`config.mk`:
```
export PLATFORM = sky130hd
export DESIGN_NAME = perf_monitor_flat
export DESIGN_NICKNAME = d
export VERILOG_FILES = /design/src/rtl/perf_monitor_if.sv /design/src/rtl/perf_monitor.sv /design/src/flat_wrapper.sv
export SDC_FILE = /design/constraint.sdc
export NUM_CORES = 1
export LEC_CHECK = 0
export CORE_UTILIZATION = 45
export CTS_CLUSTER_DIAMETER = 30
export DETAILED_ROUTE_END_ITERATION = 6
export GPL_TIMING_DRIVEN = 1
export PLACE_DENSITY = 0.63
export REMOVE_ABC_BUFFERS = 1
export SLEW_MARGIN = 20
export SYNTH_ARGS = -nofsm -noshare
export SYNTH_HDL_FRONTEND = slang
export SYNTH_SLANG_ARGS = --single-unit
```
`constraint.sdc`:
```
create_clock -name clk -period 5.2 [get_ports clk]
set_input_delay 1.04 -clock clk [delete_from_list [all_inputs] [get_ports clk]]
set_output_delay 1.04 -clock clk [all_outputs]
set_load 0.02 [all_outputs]
```
`src/rtl/perf_monitor_if.sv`:
```
// perf_monitor_if: event inputs, clear and read port of the performance monitor.
// master drives events/requests (the pipeline side); slave is the monitor.
interface perf_monitor_if #(
    parameter int unsigned CNT_W = 32
);
    logic             reg_write;
    logic             mem_write;
    logic             halt;
    logic             icache_req;
    logic             icache_hit;
    logic             dcache_req;
    logic             dcache_hit;
    logic             clr;
    logic             rd_req;
    logic [2:0]       rd_sel;
    logic             rd_valid;
    logic [CNT_W-1:0] rd_data;
    logic [5:0]       ovf;
    logic             halted;

    modport master (
        output reg_write, mem_write, halt, icache_req, icache_hit, dcache_req, dcache_hit,
        output clr, rd_req, rd_sel,
        input  rd_valid, rd_data, ovf, halted
    );

    modport slave (
        input  reg_write, mem_write, halt, icache_req, icache_hit, dcache_req, dcache_hit,
        input  clr, rd_req, rd_sel,
        output rd_valid, rd_data, ovf, halted
    );
endinterface

```
`src/rtl/perf_monitor.sv`:
```
// perf_monitor: saturating cycle/retire/cache event counters, frozen on halt, registered read port.
// Define PERF_CACHE_EN to build the cache counters (rd_sel 2..5); otherwise they read as 0.
module perf_monitor #(
    parameter int unsigned CNT_W = 32
) (
    input logic           clk,
    input logic           rst_n,
    perf_monitor_if.slave bus
);

`ifdef PERF_CACHE_EN
    localparam int unsigned NumCnt = 6;
`else
    localparam int unsigned NumCnt = 2;
`endif

    typedef enum logic [0:0] {StRun, StHalted} state_e;

    state_e             stateQ, stateD;
    logic               countEn;
    logic [NumCnt-1:0]  evt;
    logic [CNT_W-1:0]   cntQ [NumCnt];
    logic [NumCnt-1:0]  ovfQ;
    logic [CNT_W-1:0]   rdMux;
    logic               rdValidQ;
    logic [CNT_W-1:0]   rdDataQ;

    // clr wins over halt and always returns to RUN
    always_comb begin
        stateD = stateQ;
        unique case (stateQ)
            StRun:    if (bus.halt) stateD = StHalted;
            StHalted: stateD = StHalted;
            default:  stateD = StRun;
        endcase
        if (bus.clr) stateD = StRun;
    end

    always_ff @(posedge clk or negedge rst_n) begin
        if (!rst_n) begin
            stateQ <= StRun;
        end else begin
            stateQ <= stateD;
        end
    end

    assign countEn = (stateQ == StRun) && !bus.clr;

    always_comb begin
        evt    = '0;
        evt[0] = 1'b1;
        evt[1] = bus.halt | bus.reg_write | bus.mem_write;
`ifdef PERF_CACHE_EN
        evt[2] = bus.icache_req;
        evt[3] = bus.icache_hit & bus.icache_req;
        evt[4] = bus.dcache_req;
        evt[5] = bus.dcache_hit & bus.dcache_req;
`endif
    end

`ifndef PERF_CACHE_EN
    logic unusedCache;
    assign unusedCache = ^{bus.icache_req, bus.icache_hit, bus.dcache_req, bus.dcache_hit};
`endif

    // Saturate at all-ones: hold the value and latch the sticky flag instead
    always_ff @(posedge clk or negedge rst_n) begin
        if (!rst_n) begin
            for (int i = 0; i < NumCnt; i++) cntQ[i] <= '0;
            ovfQ <= '0;
        end else if (bus.clr) begin
            for (int i = 0; i < NumCnt; i++) cntQ[i] <= '0;
            ovfQ <= '0;
        end else if (countEn) begin
            for (int i = 0; i < NumCnt; i++) begin
                if (evt[i]) begin
                    if (&cntQ[i]) ovfQ[i] <= 1'b1;
                    else          cntQ[i] <= cntQ[i] + CNT_W'(1);
                end
            end
        end
    end

    always_comb begin
        rdMux = '0;
        for (int i = 0; i < NumCnt; i++) begin
            if (bus.rd_sel == 3'(i)) rdMux = cntQ[i];
        end
    end

    // Samples the pre-update counter, so a read in the clr cycle returns the old value
    always_ff @(posedge clk or negedge rst_n) begin
        if (!rst_n) begin
            rdValidQ <= 1'b0;
            rdDataQ  <= '0;
        end else begin
            rdValidQ <= bus.rd_req;
            if (bus.rd_req) rdDataQ <= rdMux;
        end
    end

    assign bus.rd_valid = rdValidQ;
    assign bus.rd_data  = rdDataQ;
    assign bus.ovf      = 6'(ovfQ);
    assign bus.halted   = (stateQ == StHalted);

endmodule
```
`src/flat_wrapper.sv`:
```
// flat-port wrapper written by rule: the top's interface ports become plain ports
module perf_monitor_flat 
#(
    parameter int unsigned CNT_W = 32
)
  (clk, rst_n, bus_reg_write, bus_mem_write, bus_halt, bus_icache_req, bus_icache_hit, bus_dcache_req, bus_dcache_hit, bus_clr, bus_rd_req, bus_rd_sel, bus_rd_valid, bus_rd_data, bus_ovf, bus_halted);
  perf_monitor_if #(.CNT_W(CNT_W)) bus_i ();
  input logic clk;
  input logic rst_n;
  input wire logic [$bits(bus_i.reg_write)-1:0] bus_reg_write;
  input wire logic [$bits(bus_i.mem_write)-1:0] bus_mem_write;
  input wire logic [$bits(bus_i.halt)-1:0] bus_halt;
  input wire logic [$bits(bus_i.icache_req)-1:0] bus_icache_req;
  input wire logic [$bits(bus_i.icache_hit)-1:0] bus_icache_hit;
  input wire logic [$bits(bus_i.dcache_req)-1:0] bus_dcache_req;
  input wire logic [$bits(bus_i.dcache_hit)-1:0] bus_dcache_hit;
  input wire logic [$bits(bus_i.clr)-1:0] bus_clr;
  input wire logic [$bits(bus_i.rd_req)-1:0] bus_rd_req;
  input wire logic [$bits(bus_i.rd_sel)-1:0] bus_rd_sel;
  output wire logic [$bits(bus_i.rd_valid)-1:0] bus_rd_valid;
  output wire logic [$bits(bus_i.rd_data)-1:0] bus_rd_data;
  output wire logic [$bits(bus_i.ovf)-1:0] bus_ovf;
  output wire logic [$bits(bus_i.halted)-1:0] bus_halted;
  assign bus_i.reg_write = bus_reg_write;
  assign bus_i.mem_write = bus_mem_write;
  assign bus_i.halt = bus_halt;
  assign bus_i.icache_req = bus_icache_req;
  assign bus_i.icache_hit = bus_icache_hit;
  assign bus_i.dcache_req = bus_dcache_req;
  assign bus_i.dcache_hit = bus_dcache_hit;
  assign bus_i.clr = bus_clr;
  assign bus_i.rd_req = bus_rd_req;
  assign bus_i.rd_sel = bus_rd_sel;
  assign bus_rd_valid = bus_i.rd_valid;
  assign bus_rd_data = bus_i.rd_data;
  assign bus_ovf = bus_i.ovf;
  assign bus_halted = bus_i.halted;
  perf_monitor #(.CNT_W(CNT_W)) u_core (.clk(clk), .rst_n(rst_n), .bus(bus_i));
endmodule
```
==> metrics.cfg <==
[worst_setup_path]
worstReg2RegStart = u_core.cntQ[0]
crit_chain = clkdlybuf4s50_1, nor3_1, o21bai_1, o311ai_2, or4_1, a21oi_1
end_kind = register
critPathMaxFanout = 13
worstSetupStartpointType = input port
worstPathRequired_ns = 5.47
max_stage_delay_ns = 0.61
crit_type = in2reg
critPathLaunch = bus_halt
arrival_ns = 3.17
worst_path_max_delay_cell = or4_1

[timing]
hold_viol = 0
fin_ws_ns = 2.30
period_share = 0.558
fmax_ghz = 0.345
setup_viol = 0
clock_skew_ns = 0.00693
rsz0062_at_grt = false
min_period_ns = 2.90
slew_viol_final = 0
whs_ns = 0.509
fin_setup_tns_ns = 0
relSlewSlack = 0.307
tightest_slew_ns = 1.04

[die]
die-width_um = 109
num_rows = 38
initial_core_util = 0.468
die-area_sq_mm = 0.0119
core_sq_mm = 0.0110
io_pins = 54
fp.dieH_um = 109

[placement]
hpwlAfterDp_mm = 8.25
dp.cells = 714
io_buffers = 45
post-place-ws_ns = 1.95
place_congestion = 0.812
placed_cell_area_sq_mm = 0.00566

[clock_tree]
cts_inserted_buffers = 9
clk_latency_ns = 0.35
ctsLongestPathBuffers = 2
htree_levels = 3
cts_setup_buffers = 0
clk_pin_slew_worst_paths_ns = 0.07
cts_resized = 0
cts-root-buf = clkbuf_16
clock_sinks = 100
postCtsHoldBufs = 0
cts_tree = built

[finish]
fillers = 1030
multi_input_area_sq_mm = 0.00249
nNetsFinal = 601
regArea_sq_mm = 0.00250
area_growth_pct = 16.8
stdcell_area_sq_mm = 0.00600
drive_gt1_frac = 0.0712
instances_no_fill = 730
insertedDiodeCount = 0

[pwr]
powerDensity_mw_per_mm2 = 288
static-leakage-power_nw = 2.27
ir_drop_v = 0.000149

[detailed_routing]
first_iter_violations = 306
highest_layer = met4
wl_met3_um = 462
routed_wl_mm = 12.6
wl_met1_mm = 5.74
vias = 4448
firstDrtPassIters = 5
met2_length_mm = 6.08
avgRoutedWirePerCell_um = 17.2
drc_errors = 0
ant_nets = 0
via_per_inst = 6.09

[global_routing]
antenna_found_initial = 0
grt_max_degree = 77
overflow = 0
grt_pass1_vias = 4186
grt_pass1_wl_mm = 21.1
grt.total_usage = 0.230

[logic_synthesis]
synth_top_area_cell = dfrtp_1
ys_seq_area_frac = 0.487
synth.avg_cell_area_sq_um = 9.26
ys.flop_type = dfrtp_1
ys_seq_elements = 100
syn_inst = 555
yosys_warnings = 0
netlist_area_sq_mm = 0.00514
synth_area_leaders = dfrtp_1 (49%), a21oi_1 (8.1%), a22oi_1 (4.7%)
ys_types = 50
synth_edf_count = 0
synth_top_area_share = 0.487
synthArstFlopShare = 1.00

[status]
status = finished, final reports clean

[min_path]
holdCritPathClass = reg2reg
min-delay-start = u_core.ovfQ[1]

[flow_run]
drv_cap = 0

## layout by cell type, fill, tap and decap left out, types with 9 or more instances in the layout
cell | synthesis | final
dfrtp_1 | 100 | 100
a21oi_1 | 83 | 83
nor2_1 | 53 | 53
clkdlybuf4s50_1 | 0 | 42
or3_1 | 38 | 38
a22oi_1 | 32 | 32
o21ai_0 | 30 | 30
nand2_1 | 28 | 28
nand3_1 | 19 | 19
nand4_1 | 16 | 16
or4_1 | 12 | 12
and4_1 | 10 | 10
o31ai_1 | 11 | 10
o21ai_1 | 9 | 9
clkbuf_16 | 0 | 9
## sequential cells by signal (all words and copies together), names as in the netlist
name / cells
u_core.bus.halted: 1
u_core.bus.rd_valid: 1
u_core.cntQ: 64
u_core.bus.rd_data: 32
u_core.ovfQ: 2
## cell families after synthesis
group,after synthesis,synth area share
AND/OR/NAND/NOR,220,0.240
XOR/XNOR,3,0.00511
multiplexers,7,0.0158
buffers and inverters,41,0.0351
adder cells (fa/ha/maj),2,0.00487
flip-flops,100,0.487
other,1,0.000730
AO/OA/AOI/OAI,181,0.211
## worst max-delay path: cells and delay by family
family | cells | cell delay, ns
compound gates | 3 | 0.96
simple gates | 2 | 0.68
buf+inv | 1 | 0.49
## metrics by stage
step,power (mW),util
floorplan,0.894,-
global placement,0.984,0.515
detailed placement,0.988,0.516
CTS,1.75,0.546
global route,1.79,0.547
finish,1.73,0.547
## synth_stat cells, types with 7 or more instances
cell type / instances
a21oi_1: 83
a22oi_1: 32
and4_1: 10
clkbuf_1: 26
dfrtp_1: 100
inv_1: 7
nand2_1: 28
nand3_1: 19
nand4_1: 16
nor2_1: 53
nor2b_1: 8
o21ai_0: 30
o21ai_1: 9
o31ai_1: 11
or3_1: 38
or4_1: 12
## final cells by class
| type | count | share of cell area |
|---|---|---|
| sequential | 100 | 0.417 |
| tap | 140 | 0.0292 |
| clock inverter | 5 | 0.0167 |
| clock buffer | 11 | 0.0388 |
| multi-input combinational | 417 | 0.415 |
| timing repair buffer | 50 | 0.0796 |
| inverter | 7 | 0.00438 |
## power by group
group / total (mW) / internal (mW) / switching, mW / leakage, nW
combinational: 0.151 / 0.0578 / 0.0933 / 0.765
clock: 0.759 / 0.469 / 0.290 / 0.163
sequential: 0.819 / 0.800 / 0.0181 / 1.34
total: 1.73 / 1.33 / 0.402 / 2.27
## metal layers
layer	vias up	track usage
met2	86	0.367
met1	2201	0.313
met5	-	0
met3	18	0.0281
li1	2143	-
met4	0	0.104
## worst paths after layout
kind	endpoint	slack, ns	cells past startpoint
setup reg to reg	u_core.cntQ[21]	2.32	6
hold / removal	u_core.ovfQ[1]	0.51	1
hold reg to reg	u_core.ovfQ[1]	0.51	1
min in group asynchronous	u_core.bus.rd_valid	0.77	1
setup / recovery	u_core.cntQ[29]	2.30	6
max in group asynchronous	u_core.bus.rd_data[5]	3.44	2
Power figures use the tool's default switching activity.
